## src/rtl/hamming_unpack.sv

```systemverilog
// SECDED Hamming decoder: stage 1 computes syndrome and overall parity, stage 2 corrects/extracts data.
// Latency 2 cycles, one word per cycle; in_ready falls only when both stages are full and out_ready=0.
package hamming_unpack_pkg;
    // Smallest A with 2^A - A - 1 >= dw.
    function automatic int hamming_address_width(input int dw);
        int a;
        a = 1;
        while (((1 << a) - a - 1) < dw) a++;
        return a;
    endfunction
endpackage

module hamming_unpack
    import hamming_unpack_pkg::*;
#(
    parameter int DATA_WIDTH  = 32,
    parameter int ADDR_WIDTH  = hamming_address_width(DATA_WIDTH),
    parameter int CODE_BITS   = ADDR_WIDTH + 1,
    parameter int CODE_WIDTH  = DATA_WIDTH + CODE_BITS,
    parameter int COUNT_WIDTH = 16
) (
    input  logic                   clk,
    input  logic                   rst_n,
    input  logic                   in_valid,
    output logic                   in_ready,
    input  logic [CODE_WIDTH-1:0]  in_code,
    output logic                   out_valid,
    input  logic                   out_ready,
    output logic [DATA_WIDTH-1:0]  out_data,
    output logic                   out_corrected,
    output logic                   out_uncorrectable,
    output logic [ADDR_WIDTH-1:0]  out_syndrome,
    input  logic                   cnt_clear,
    output logic [COUNT_WIDTH-1:0] cnt_corrected,
    output logic [COUNT_WIDTH-1:0] cnt_uncorrectable
);

    function automatic logic [ADDR_WIDTH-1:0] calc_syndrome(input logic [CODE_WIDTH-1:0] c);
        logic [ADDR_WIDTH-1:0] s;
        s = '0;
        for (int p = 1; p < CODE_WIDTH; p++) begin
            if (c[p]) s = s ^ ADDR_WIDTH'(p);
        end
        return s;
    endfunction

    // Data bits fill the non-power-of-two positions from 3 upward, in order.
    function automatic logic [DATA_WIDTH-1:0] extract_data(input logic [CODE_WIDTH-1:0] c);
        logic [DATA_WIDTH-1:0] d;
        int k;
        d = '0;
        k = 0;
        for (int p = 3; p < CODE_WIDTH; p++) begin
            if ((p & (p - 1)) != 0) begin
                if (k < DATA_WIDTH) d[k] = c[p];
                k++;
            end
        end
        return d;
    endfunction

    logic                   r_s1_vld;
    logic [CODE_WIDTH-1:0]  r_s1_code;
    logic [ADDR_WIDTH-1:0]  r_s1_syn;
    logic                   r_s1_par;

    logic                   r_out_vld;
    logic [DATA_WIDTH-1:0]  r_out_data;
    logic                   r_out_corr;
    logic                   r_out_unc;
    logic [ADDR_WIDTH-1:0]  r_out_syn;

    logic [COUNT_WIDTH-1:0] r_cnt_corr;
    logic [COUNT_WIDTH-1:0] r_cnt_unc;

    logic                   w_s2_adv;
    logic                   w_s1_adv;
    logic                   w_out_hs;
    logic                   w_in_range;
    logic                   w_corr;
    logic                   w_unc;
    logic [CODE_WIDTH-1:0]  w_fixed;
    logic [DATA_WIDTH-1:0]  w_data;

    assign w_s2_adv = !r_out_vld || out_ready;
    assign w_s1_adv = !r_s1_vld || w_s2_adv;
    assign w_out_hs = r_out_vld && out_ready;
    assign in_ready = w_s1_adv;

    always_ff @(posedge clk or negedge rst_n) begin
        if (!rst_n) begin
            r_s1_vld  <= 1'b0;
            r_s1_code <= '0;
            r_s1_syn  <= '0;
            r_s1_par  <= 1'b0;
        end else if (w_s1_adv) begin
            r_s1_vld <= in_valid;
            if (in_valid) begin
                r_s1_code <= in_code;
                r_s1_syn  <= calc_syndrome(in_code);
                r_s1_par  <= ^in_code;
            end
        end
    end

    // Odd parity with an out-of-range syndrome means 3+ flips aliased; never flip there.
    always_comb begin
        w_in_range = (int'(r_s1_syn) < CODE_WIDTH);
        w_corr     = r_s1_par && w_in_range;
        w_unc      = (!r_s1_par && (r_s1_syn != '0)) || (r_s1_par && !w_in_range);
        w_fixed    = r_s1_code ^ ({{(CODE_WIDTH-1){1'b0}}, w_corr} << r_s1_syn);
        w_data     = extract_data(w_fixed);
    end

    always_ff @(posedge clk or negedge rst_n) begin
        if (!rst_n) begin
            r_out_vld  <= 1'b0;
            r_out_data <= '0;
            r_out_corr <= 1'b0;
            r_out_unc  <= 1'b0;
            r_out_syn  <= '0;
        end else if (w_s2_adv) begin
            r_out_vld <= r_s1_vld;
            if (r_s1_vld) begin
                r_out_data <= w_data;
                r_out_corr <= w_corr;
                r_out_unc  <= w_unc;
                r_out_syn  <= r_s1_syn;
            end
        end
    end

    // Clear beats a same-cycle increment; counters stick at all-ones.
    always_ff @(posedge clk or negedge rst_n) begin
        if (!rst_n) begin
            r_cnt_corr <= '0;
            r_cnt_unc  <= '0;
        end else if (cnt_clear) begin
            r_cnt_corr <= '0;
            r_cnt_unc  <= '0;
        end else if (w_out_hs) begin
            if (r_out_corr && (r_cnt_corr != '1)) r_cnt_corr <= r_cnt_corr + COUNT_WIDTH'(1);
            if (r_out_unc && (r_cnt_unc != '1))   r_cnt_unc  <= r_cnt_unc + COUNT_WIDTH'(1);
        end
    end

    assign out_valid         = r_out_vld;
    assign out_data          = r_out_data;
    assign out_corrected     = r_out_corr;
    assign out_uncorrectable = r_out_unc;
    assign out_syndrome      = r_out_syn;
    assign cnt_corrected     = r_cnt_corr;
    assign cnt_uncorrectable = r_cnt_unc;

endmodule

```

## config.mk

```make
export PLATFORM = sky130hd
export DESIGN_NAME = hamming_unpack
export DESIGN_NICKNAME = d
export VERILOG_FILES = /design/src/rtl/hamming_unpack.sv
export SDC_FILE = /design/constraint.sdc
export NUM_CORES = 1
export LEC_CHECK = 0
export BUFFER_PORTS_ARGS = -buffer_cell sky130_fd_sc_hd__clkbuf_2
export CAP_MARGIN = 0
export CELL_PAD_IN_SITES_DETAIL_PLACEMENT = 0
export CELL_PAD_IN_SITES_GLOBAL_PLACEMENT = 1
export CORE_UTILIZATION = 45
export CTS_CLUSTER_SIZE = 12
export DETAILED_ROUTE_END_ITERATION = 8
export GPL_TIMING_DRIVEN = 0
export PLACE_DENSITY_LB_ADDON = 0.1
export SLEW_MARGIN = 25
export SYNTH_ARGS = -nofsm -noshare
export SYNTH_HDL_FRONTEND = slang
export SYNTH_SLANG_ARGS = --single-unit
```

## constraint.sdc

```tcl
create_clock -name clk -period 4.7 [get_ports clk]
set_input_delay 0.94 -clock clk [delete_from_list [all_inputs] [get_ports clk]]
set_output_delay 0.94 -clock clk [all_outputs]
set_load 0.02 [all_outputs]
```

After elaboration in Yosys (flattened, before gate mapping)
Index checks and enable logic that the tools add are counted.

Input port bits: 44. Logic and storage cells: 195. Flip-flop bits (word level): 120. Output and inout bits: 74.

Bitwise logic cells: 38. $lt $le $gt $ge: 1. Reduce and logical (&&, ||, !) cells: 22. Equal/unequal tests: 2. Multiplexer cells: 118. Add/subtract/negate cells: 2. Shift operators: 1.

Operators with widths (count): two-way mux 6 bit (81); two-way mux 16 bit (6); two-way mux 5 bit (16); inverter 3 bit (13); XOR reduction 39 bit (1); left shift 1 x 6 -> 39 bit (1); XOR 39 bit (1); adder 16 x 1 -> 16 bit (second input constant) (2); two-way mux 4 bit (8); inequality test 16 bit (second input constant) (2); inverter 2 bit (13); inverter 4 bit (5); two-way mux 3 bit (4); AND reduction 2 bit (4); logical AND 1 bit (6); < comparator 6 bit (second input constant) (1); nonzero test 2 bit (3); nonzero test 6 bit (1); inverter 1 bit (5); inverter 5 bit (1); logical NOT 1 bit (4); two-way mux 2 bit (2); logical OR 1 bit (3); two-way mux 1 bit (1).

Longest topological paths before layout
Depth in word-level cells: 150. Mapped depth: 8. Mapped depth without buffers: 7.

Least setup slack after synthesis
No wires, ideal clock.

Kind: in2reg. Start point: in out_ready. End point: reg r_s1_code[10]. Required time: 4.575 ns. Data arrival time: 2.284 ns. Cell stages on the path: 4. Library setup time: 0.125 ns. Path slack: 2.291 ns. Buffers on the path: 1. Path through: nand3b_1 nand2_1 clkbuf_1 mux2_2.

Cells in the longest elaborated chain, start to end: 3.

RTL lines: start, declared (line 28) `input logic out_ready,`; logical OR 1 bit (line 85) `assign w_s2_adv = !r_out_vld || out_ready;`; logical OR 1 bit (line 86) `assign w_s1_adv = !r_s1_vld || w_s2_adv;`; AND reduction 2 bit (no source line); end signal, assigned (line 99) `r_s1_code <= in_code;`; end, declared (line 63) `logic [CODE_WIDTH-1:0] r_s1_code;`.

No other way between the ends. A chain may end at the register's enable or synchronous reset.

Final worst setup path
Start point: in out_ready. End point: out in_ready.

Cells in the longest elaborated chain, start to end: 2.

RTL lines: logical OR 1 bit (line 85); logical OR 1 bit (line 86); end, declared (line 25) `output logic in_ready,`.

No other way between the ends.

==> impl_metrics.env <==
export IMPL_status="finished, final reports clean"
export IMPL_yosysSeqAreaShare_pct=49.6
export IMPL_antenna_cells=0
export IMPL_worstMarginPinSlew_ns=0.824
export IMPL_final_common_cell="clkbuf_2"
export IMPL_cts_resized=0
export IMPL_yosys_top_cells_area="dfrtp_1, xnor2_1, mux2_2, xor2_1, nor2_1"
export IMPL_fillers=1131
export IMPL_dieArea_mm2=0.0131
export IMPL_crit_path_start_kind="input port"
export IMPL_final_cell_mix="clkbuf_2, dfrtp_1, nor2_1"
export IMPL_dp_worst_setup_slack_ns=1.95
export IMPL_initial_utilization_pct=46.9
export IMPL_path_buf_inv=2
export IMPL_areaGrowthSynthToFinish_pct=25.0
export IMPL_drc=0
export IMPL_first_pass_iters=6
export IMPL_cts_max_level=4
export IMPL_crit_type="in -> out"
export IMPL_fin_util_pct=58.6
export IMPL_clk_root_buffer_cell="clkbuf_16"
export IMPL_rsz0062_at_grt="no"
export IMPL_final_period_utilization_pct=51.1
export IMPL_clkTransAtPathRegs_ns=0.05
export IMPL_synth_top_area_share_pct=49.6
export IMPL_synth_avg_cell_area_um2=10.3
export IMPL_crit_arrival_ns=1.46
export IMPL_antenna_found_initial=0
export IMPL_max_freq_mhz=417
export IMPL_holdBufCountCts=0
export IMPL_grt_ovfl_total=0
export IMPL_hp_class="in -> async"
export IMPL_cts_tree="yes"
export IMPL_maxCapViolCount=0
export IMPL_ios=118
export IMPL_leakagePower_nw=3.08
export IMPL_numCtsBuffers=17
export IMPL_period_needed_ns=2.40
export IMPL_path_cells="clkbuf_2 > nand3b_1 > clkbuf_2"
export IMPL_drt_vias_per_instance=5.02
export IMPL_drt_first_iter_violations=189
export IMPL_fin_worst_skew_ns=0.00701
export IMPL_row_count=40
export IMPL_maxSlewViolCount=0
export IMPL_slew_headroom_pct=44.9
export IMPL_critical_path_top_delay_family="buffers and inverters"
export IMPL_syn_num_nets=599
export IMPL_layout_nets=735
export IMPL_critPathMaxFanout=5
export IMPL_max_vdd_ir_drop_mv=0.269
export IMPL_setup_viol=0
export IMPL_postCtsSetupBuffers=0
export IMPL_dp_hpwl_um=10200
export IMPL_powerDensity_mw_per_mm2=494
export IMPL_postPlaceCellArea_mm2=0.00653
export IMPL_wl_um=13700
export IMPL_io_buffers=116
export IMPL_synth_area_mm2=0.00570
export IMPL_routedWlPerCell_um=15.8
export IMPL_grt_usage_pct=22.7
export IMPL_slowest_stage="nand3b_1"
export IMPL_cp_common_cell="clkbuf_2"
export IMPL_final_area_mm2=0.00713
export IMPL_numClockSinks=113
export IMPL_die_y_um=115
export IMPL_yosysWarnings=0
export IMPL_layout_setup_ws_ns=2.30
export IMPL_yosysUniqueCellTypes=32
export IMPL_yosysTopAreaCell="dfrtp_1"
export IMPL_synth_seq_cells=113
export IMPL_drt_antenna_violating_nets=0
export IMPL_clock_latency_ns=0.42
export IMPL_crit_required_ns=3.76
export IMPL_grt_pass1_vias=4402
export IMPL_die_x_um=115
export IMPL_crit_path_end_kind="output port"
export IMPL_gp_congestion=0.781
export IMPL_grt_first_pass_wirelength_um=22300
export IMPL_core_mm2=0.0122
export IMPL_hold_viol_final=0
export IMPL_clockBufferDepth=2
export IMPL_slowest_delay_ns=0.22
export IMPL_grt_start_max_net_pins=64
export IMPL_synthCells=553
export IMPL_vias=4364
export IMPL_fin_tns_setup_ns=0
export IMPL_drive_above_1_share_pct=26.4
[report_power, final]
part,leakage [nW],internal (mW),switching [mW],total (mW)
clock,0.295,0.862,0.418,1.28
sequential,1.38,1.15,0.133,1.28
combinational,1.41,0.386,0.577,0.962
[layout make-up]
type	instances	area (µm²)	area share, %
plain buffers	23	87.6	1.23
well taps	168	210	2.95
flip-flops and latches	113	2830	39.7
clock inverters	4	70.1	0.983
multi-input cells	417	2790	39.1
repair buffers	117	617	8.65
clock buffers	28	527	7.39
[metal layers]
layer  wire (µm)  share of wire (%)  vias to the layer above  global-route usage [%]
li1            -                  -                     2133                       -
met1        5960                 43                     2119                    27.0
met4         172                1.3                        0                    8.23
met3         597                4.4                       14                    5.13
met2        6990                 51                       98                    40.0
met5           0                  0                        -                       0
[stage by stage]
| stage | power, mW | hold slack (ns) | instances |
|---|---|---|---|
| after floorplan | 1.93 | 0.449 | 553 |
| after CTS | 3.56 | 0.479 | 870 |
| after global routing | 3.70 | 0.494 | 870 |
| after global placement | 2.24 | 0.461 | 837 |
| final | 3.52 | 0.473 | 870 |
| after detailed placement | 2.26 | 0.476 | 838 |
[final timing paths]
path,depth (start not counted),start,end,slack [ns]
max reg2reg,6,out_valid$_DFFE_PN0P_,out_data[6]$_DFFE_PN0P_,2.58
max in group asynchronous,2,rst_n,r_s1_code[15]$_DFFE_PN0P_,3.58
min in group clk,1,r_s1_vld$_DFFE_PN0N_,out_valid$_DFFE_PN0P_,0.49
min,1,rst_n,cnt_uncorrectable[3]$_DFFE_PN0P_,0.47
max,3,out_ready,in_ready,2.30
min reg2reg,1,r_s1_vld$_DFFE_PN0N_,out_valid$_DFFE_PN0P_,0.49
[Yosys cell counts]
cell type and instances:
buf_2 1, nor4_1 4, and4_1 1, nand2_1 34, nor2b_1 3, dfrtp_1 113, and3b_1 1, o21ai_1 1
or3_1 1, buf_1 4, nor3_1 11, and2_1 2, a311o_1 1, nand2b_1 9, a21boi_0 1, nor2_1 87
xor2_1 50, or4_1 1, clkbuf_1 18, mux2_2 40, a31oi_1 3, a21oi_1 33, o21ai_0 8, and3_1 7
xnor3_1 1, nand3_1 18, mux2i_1 1, ha_1 2, nand3b_1 2, a2111oi_0 1, nand4_1 15, xnor2_1 79
[sequential cells by signal, summed over array words and instances, names as in the netlist]
name               count
out_corrected          1
out_syndrome           6
out_uncorrectable      1
r_s1_code             32
cnt_corrected         16
out_data              32
r_s1_par               1
out_valid              1
cnt_uncorrectable     16
r_s1_vld               1
r_s1_syn               6
[logic make-up after synthesis]
kind of cell,after synthesis,synth area share (%)
buffers and inverters,23,1.54
multiplexers,41,8.07
adder cells (fa/ha/maj),2,0.439
AND/OR/NAND/NOR,196,15.7
AO/OA/AOI/OAI,48,4.47
XOR/XNOR,130,20.2
flip-flops,113,49.6
[worst reg2reg max path: stages (launching register included)]
cell      delay (ns)
dfrtp_1         0.43
nand2b_1        0.12
and2_1          0.13
buf_2           0.22
buf_1           0.50
buf_1           0.46
a21oi_1         0.14
(Power assumes the default switching activity.)
